<file path="src/rtl/mult16_rr_arbiter.sv">
// Round-robin arbiter that time-shares one external signed Q8.8 multiplier
// among N_REQ requesters; operands registered, result held until consumed.
module mult16_rr_arbiter #(
  parameter int unsigned N_REQ = 4,
  parameter int unsigned IDW   = $clog2(N_REQ)
) (
  input  logic                  CLK,
  input  logic                  RST_N,
  input  logic [N_REQ-1:0]      REQ_VALID,
  input  logic [16*N_REQ-1:0]   REQ_A,
  input  logic [16*N_REQ-1:0]   REQ_B,
  output logic [N_REQ-1:0]      REQ_READY,
  output logic [15:0]           MULT_A,
  output logic [15:0]           MULT_B,
  input  logic [15:0]           MULT_C,
  output logic                  RES_VALID,
  output logic [15:0]           RES_DATA,
  output logic [IDW-1:0]        RES_ID,
  input  logic                  RES_READY
);

  typedef enum logic [1:0] {
    IDLE = 2'd0,
    CALC = 2'd1,
    DONE = 2'd2
  } state_e;

  state_e         state_q, state_d;
  logic [IDW-1:0] ptr_q, ptr_d;
  logic [IDW-1:0] id_q, id_d;
  logic [15:0]    mult_a_q, mult_a_d;
  logic [15:0]    mult_b_q, mult_b_d;
  logic [15:0]    res_data_q, res_data_d;
  logic [IDW-1:0] res_id_q, res_id_d;
  logic           res_valid_q, res_valid_d;

  logic           accept_window;
  logic           found;
  logic           grant;
  logic [IDW-1:0] win_idx;
  logic [15:0]    win_a;
  logic [15:0]    win_b;
  int unsigned    idx;

  // Search upward from ptr_q with wrap; the first valid index wins.
  always_comb begin
    found   = 1'b0;
    win_idx = '0;
    win_a   = '0;
    win_b   = '0;
    idx     = 0;
    for (int unsigned i = 0; i < N_REQ; i++) begin
      idx = 32'(ptr_q) + i;
      if (idx >= N_REQ) idx = idx - N_REQ;
      if (!found && REQ_VALID[idx]) begin
        found   = 1'b1;
        win_idx = IDW'(idx);
        win_a   = REQ_A[16*idx +: 16];
        win_b   = REQ_B[16*idx +: 16];
      end
    end
  end

  always_comb begin
    state_d     = state_q;
    ptr_d       = ptr_q;
    id_d        = id_q;
    mult_a_d    = mult_a_q;
    mult_b_d    = mult_b_q;
    res_data_d  = res_data_q;
    res_id_d    = res_id_q;
    res_valid_d = res_valid_q;
    REQ_READY   = '0;

    accept_window = (state_q == IDLE) || ((state_q == DONE) && RES_READY);
    grant         = accept_window && found;

    case (state_q)
      CALC: begin
        res_data_d  = MULT_C;
        res_id_d    = id_q;
        res_valid_d = 1'b1;
        state_d     = DONE;
      end
      DONE: begin
        if (RES_READY) begin
          res_valid_d = 1'b0;
          state_d     = IDLE;
        end
      end
      IDLE: ;
      default: state_d = IDLE;
    endcase

    // A grant in DONE overrides the return to IDLE so accepts run back-to-back.
    if (grant) begin
      mult_a_d = win_a;
      mult_b_d = win_b;
      id_d     = win_idx;
      ptr_d    = (win_idx == IDW'(N_REQ - 1)) ? '0 : win_idx + IDW'(1);
      state_d  = CALC;
      if (RST_N) REQ_READY[win_idx] = 1'b1;
    end
  end

  always_ff @(posedge CLK) begin
    if (!RST_N) begin
      state_q     <= IDLE;
      ptr_q       <= '0;
      id_q        <= '0;
      mult_a_q    <= '0;
      mult_b_q    <= '0;
      res_data_q  <= '0;
      res_id_q    <= '0;
      res_valid_q <= 1'b0;
    end else begin
      state_q     <= state_d;
      ptr_q       <= ptr_d;
      id_q        <= id_d;
      mult_a_q    <= mult_a_d;
      mult_b_q    <= mult_b_d;
      res_data_q  <= res_data_d;
      res_id_q    <= res_id_d;
      res_valid_q <= res_valid_d;
    end
  end

  assign MULT_A    = mult_a_q;
  assign MULT_B    = mult_b_q;
  assign RES_DATA  = res_data_q;
  assign RES_ID    = res_id_q;
  assign RES_VALID = res_valid_q;

endmodule

</file>
<file path="config.mk">
export PLATFORM = sky130hd
export DESIGN_NAME = mult16_rr_arbiter
export DESIGN_NICKNAME = d
export VERILOG_FILES = /design/src/rtl/mult16_rr_arbiter.sv
export SDC_FILE = /design/constraint.sdc
export NUM_CORES = 1
export LEC_CHECK = 0
export ABC_CLOCK_PERIOD_IN_PS = 9700
export BUFFER_PORTS_ARGS = -buffer_cell sky130_fd_sc_hd__buf_2
export CORE_MARGIN = 1
export CORE_UTILIZATION = 57
export CTS_CLUSTER_DIAMETER = 200
export DETAILED_ROUTE_END_ITERATION = 10
export GPL_ROUTABILITY_DRIVEN = 0
export GPL_TIMING_DRIVEN = 1
export PLACE_DENSITY = 0.89
export SETUP_SLACK_MARGIN = 0.02
export SLEW_MARGIN = 20
export SYNTH_ARGS = -nofsm -noshare
export SYNTH_HDL_FRONTEND = slang
export SYNTH_SLANG_ARGS = --single-unit
</file>
<file path="constraint.sdc">
create_clock -name CLK -period 9.7 [get_ports CLK]
set_input_delay 1.94 -clock CLK [delete_from_list [all_inputs] [get_ports CLK]]
set_output_delay 1.94 -clock CLK [all_outputs]
set_load 0.1 [all_outputs]
</file>
* Word-level counts from Yosys, hierarchy flattened
Index checks and enable logic that the tools add are counted.
** Word-level totals
- Register bits after elaboration :: 57
** Operators by class
- $add $sub $neg :: 8
- Eq/ne operators :: 6
- Order comparisons :: 10
- Muxes and demuxes :: 38
- Shift operators :: 8
- Bitwise gates (word level) :: 2
- Reduce and logical (&&, ||, !) cells :: 16
** Operator list (number)
- variable part select 64 x 33 -> 16 bit :: 8
- < comparator 32 x 3 -> 1 bit (second input constant) :: 4
- 2-to-1 mux 16 bit :: 8
- 2-to-1 mux 32 bit :: 4
- 2-to-1 mux 2 bit :: 6
- subtractor 3 x 3 -> 4 bit (second input constant) :: 3
- 2-to-1 mux 1 bit :: 11
- >= comparator 3 bit (second input constant) :: 3
- binary-select mux 1 bit (select 2 bit) :: 4
- 2-to-1 mux 4 bit :: 2
- adder 2 x 2 -> 3 bit (second input constant) :: 2
- logical AND 1 bit :: 6
- one-hot mux 2 bit (3 select lines) :: 1
- AND reduction 2 bit :: 3
- equality test 2 bit (second input constant) :: 2
- != test 2 bit (second input constant) :: 2
- subtractor 2 x 3 -> 4 bit (second input constant) :: 1
- adder 2 x 1 -> 3 bit (second input constant) :: 1
- >= comparator 2 x 3 -> 1 bit (second input constant) :: 1
- logical NOT 1 bit :: 3
- < comparator 2 x 3 -> 1 bit (second input constant) :: 1
- != test 3 bit (second input constant) :: 1
- adder 2 x 1 -> 2 bit (second input constant) :: 1
- demux 1 bit (select 2 bit) :: 1
- other kinds (8) :: 9

* Longest topological paths before layout
- Depth after elaboration :: 20
- Mapped depth :: 14

* Least setup slack after synthesis
Ideal clock, no wire load.
- Kind :: input to output
- Start point :: in REQ_VALID[1]
- End point :: out REQ_READY[3]
- Slack :: 3744 ps
- Stages :: 7
- Data arrival time :: 4016 ps
- Required time :: 7760 ps
- Cell sequence :: mux4_2 > nand2b_4 > a211oi_1 > o21bai_1 > inv_1 > ha_1 > and3_1
** Between the ends
- Longest elaborated chain between the ends :: 18
** RTL lines
- start, declared :: line 9 : input logic [N_REQ-1:0] REQ_VALID,
- binary-select mux 1 bit (select 2 bit) :: line 55 : if (!found && REQ_VALID[idx]) begin
- 2-to-1 mux 1 bit (implied by the code) :: line 55
- 2-to-1 mux 1 bit :: line 55
- logical NOT 1 bit :: line 55
- logical AND 1 bit :: line 55
- 2-to-1 mux 1 bit :: line 55
- logical NOT 1 bit :: line 55
- logical AND 1 bit :: line 55
- [3 not listed]
- 2-to-1 mux 2 bit * :: line 55
- net win_idx[0] :: line 40 : logic [IDW-1:0] win_idx;
- < comparator 2 x 3 -> 1 bit (implied by the code) / >= comparator 2 x 1 -> 1 bit (equally long branches) :: line 102 : if (RST_N) REQ_READY[win_idx] = 1'b1;
- logical AND 1 bit (implied by the code) :: line 102
- 2-to-1 mux 1 bit (implied by the code) :: line 102
- demux 1 bit (select 2 bit) * :: line 102
- 2-to-1 mux 4 bit * :: line 102
- 2-to-1 mux 4 bit * :: line 96 : if (grant) begin
- end, declared :: line 12 : output logic [N_REQ-1:0] REQ_READY,
Mark *: on every way through the listed nets, which the timed path passes. The rest lies on a longest branch. The select of a mux whose other input is x is not followed.

* Final worst setup path
Same ends and word-level chain as after synthesis.

==> results.tsv <==
metric	value	unit
largest net degree at the start of global routing	78	
reg-to-reg critical path endpoint	MULT_B[13]$_SDFFE_PN0P_	
final worst-path cycle share	62.7	%
reg-to-reg startpoint	ptr_q[0]$_SDFFE_PN0P_	
Tightest Hold Check Type	reg2reg	
Setup crit start kind	primary input	
critical path type	in2out	
hold_sp	RES_DATA[0]$_SDFFE_PN0P_	
Ant. Diodes	0	
PortBufs	205	
Final nets	993	
IR drop worst, VDD	0.000229	V
Final Skew	0.00961	ns
CTS tree	built	
power per cell area	345	nW/um2
initial antenna violation count	0	
Async SR Flop Fraction	0	%
RSZ-0062 raised after global routing	false	
H-tree depth	3	
Slew HR	38.5	%
Synth Flop Type	dfxtp_1	
Synth Register Bits	57	
drt first pass iters	8	
EDFF count, synth	0	
Routed Wire Length	18700	um
Final Total Pwr	2.77	mW
Starting Density	58.5	%
Residual DRC	0	
fin crit period	6.08	ns
Pleak	3.35	nW
layout cells sized above 1	48.7	%
Area Growth Syn to Fin	20.1	%
Worst Path Arrival	4.14	ns
Post-CTS Hold Buffers	0	
WL/cell	19.1	um
setup tns final	0	ns
Reg2Reg Setup Slack	6.21	ns
Clock Pin Slew Worst Setup and Hold Paths	0.05	ns
Max clock buf depth	2	
Vias/cell	6.76	
die area	12200	um2
Sink Count	57	
multi-input combinational cell area	5050	um2
gr usage total	31.0	%
post-synthesis sequential area ratio	17.1	%
crit path from	REQ_VALID[1]	
Post-Synthesis Cells	678	
Iteration-0 DRC Markers	647	
Core Rows	39	
final hold violations	0	
fmax	165	MHz
outcome	finished, final reports clean	
first-pass GRT wire length	29400	um
dpl hpwl	12500	um
Post-CTS Setup Repair Bufs	0	
hold_ws	0.451	ns
syn_area_per_cell	9.85	um2
type of destination of the critical path	primary output	
# setup viols final	0	
Hold Path End	RES_DATA[0]$_SDFFE_PN0P_	
clock latency on the worst-skew pair	0.33	ns
register area	1150	um2
Die X-Extent	110	um
worst r2r path cells	7	
Yosys cell types	39	
syn nets	838	
Max Cap Viol	0	
remaining antenna violation count	0	
vias after detailed routing	6634	
Post-Syn Area	6680	um2
CTS resizes	0	
die height	110	um
GR Overflow Total	0	
IO Count	206	
hold depth	2	
Synth Warn #	0	
Floorplan Core Area	11400	um2
max-slew violation count	0	
Fillers	887	
Critical Path RT	7.76	ns
vias in the first global route	6178	
crit-path max FO	7	
CTS root buffer	clkbuf_16	
actual slew at the worst max-slew pin	0.923	ns
Num CTS Buffers	9	
cell usage after synthesis (2+ instances only):
library cell | instances | area, um2
ha_1 | 9 | 113
o211ai_1 | 2 | 15.0
nand2b_1 | 5 | 31.3
inv_1 | 41 | 154
nand3b_1 | 2 | 15.0
o21ai_0 | 69 | 345
mux2_2 | 65 | 732
a22oi_1 | 64 | 480
clkbuf_1 | 40 | 150
buf_2 | 22 | 110
o21ai_1 | 30 | 150
buf_4 | 5 | 37.5
o31a_1 | 2 | 17.5
mux4_2 | 99 | 2230
nor2_1 | 5 | 18.8
dfxtp_1 | 57 | 1140
a31oi_1 | 33 | 206
a21oi_1 | 22 | 110
mux2i_1 | 2 | 20.0
nor2b_1 | 3 | 18.8
and3_1 | 36 | 225
and2_1 | 2 | 12.5
nand2_1 | 41 | 154
a211oi_1 | 2 | 15.0
buf_6 | 4 | 45.0
clkbuf_2 | 3 | 15.0
worst max-delay path: stages:
cell	delay, ns
buf_2	0.14
mux4_2	0.52
nand2b_4	0.18
a211oi_1	0.33
o21bai_1	0.19
inv_1	0.13
ha_1	0.14
and3_1	0.14
buf_2	0.42
metal layers:
layer  vias up  GRT usage [%]  share of wire (%)  routed length [um]
li1       3002              -                  -                   -
met1      3155           40.0                 39                7230
met2       425           51.3                 49                9260
met3        52           5.06                9.3                1740
met4         0           13.7                2.6                 490
met5         -              0                  0                   0
sequential cells by signal, summed over array words and instances, names as in the netlist:
signal / flops
MULT_A: 16
MULT_B: 16
RES_DATA: 16
RES_ID: 2
RES_VALID: 1
id_q: 2
ptr_q: 2
state_q: 2
cells in the final DEF, fill, tap and decap left out, drive strengths merged, types with 3 or more instances in the layout:
| cell | instances |
|---|---|
| a21oi | 22 |
| inv | 41 |
| a31oi | 33 |
| and3 | 36 |
| nand2 | 41 |
| o21ai | 99 |
| mux2 | 65 |
| nand2b | 6 |
| a211oi | 3 |
| buf | 219 |
| dfxtp | 57 |
| a22oi | 64 |
| mux4 | 99 |
| clkbuf | 13 |
| nor2b | 3 |
| nor2 | 6 |
| ha | 9 |
metrics by stage:
step | cells | setup WS, ns | utilization [%] | cell area [um2]
after floorplan | 678 | 3.74 | - | 6680
after global placement | 964 | 3.71 | 67.0 | 7650
after detailed placement | 964 | 3.64 | 67.0 | 7650
after CTS | 980 | 3.46 | 70.1 | 8000
after global routing | 981 | 3.49 | 70.3 | 8020
final | 981 | 3.62 | 70.3 | 8020
layout make-up:
cell class | count | area share, %
Clock buffer | 13 | 3.51
Clock inverter | 3 | 0.858
Inverter | 41 | 1.92
Multi-Input combinational cell | 505 | 62.9
Sequential cell | 57 | 14.3
Tap cell | 143 | 2.23
Timing Repair Buffer | 219 | 14.3
worst max-delay path by stage:
stage / endpoint / cells past startpoint / slack (ns)
global route: REQ_READY[3] / 9 / 3.49
finish: REQ_READY[3] / 9 / 3.62
CTS: REQ_READY[3] / 10 / 3.46
floorplan: REQ_READY[3] / 7 / 3.74
global placement: REQ_READY[3] / 9 / 3.71
detailed placement: REQ_READY[3] / 9 / 3.64
power by group:
group          total (mW)  switching (mW)  internal, mW
Sequential          0.386          0.0719         0.314
Clock               0.368           0.113         0.255
Combinational        2.01            1.27         0.739
cell families after synthesis:
group,count (synthesis),synth area share (%)
compound gates,232,21.3
simple gates,98,7.59
fa+ha+maj,9,1.69
buf+inv,116,7.72
flops,57,17.1
mux,166,44.6
Note: power is estimated with default switching activity, not from simulation.
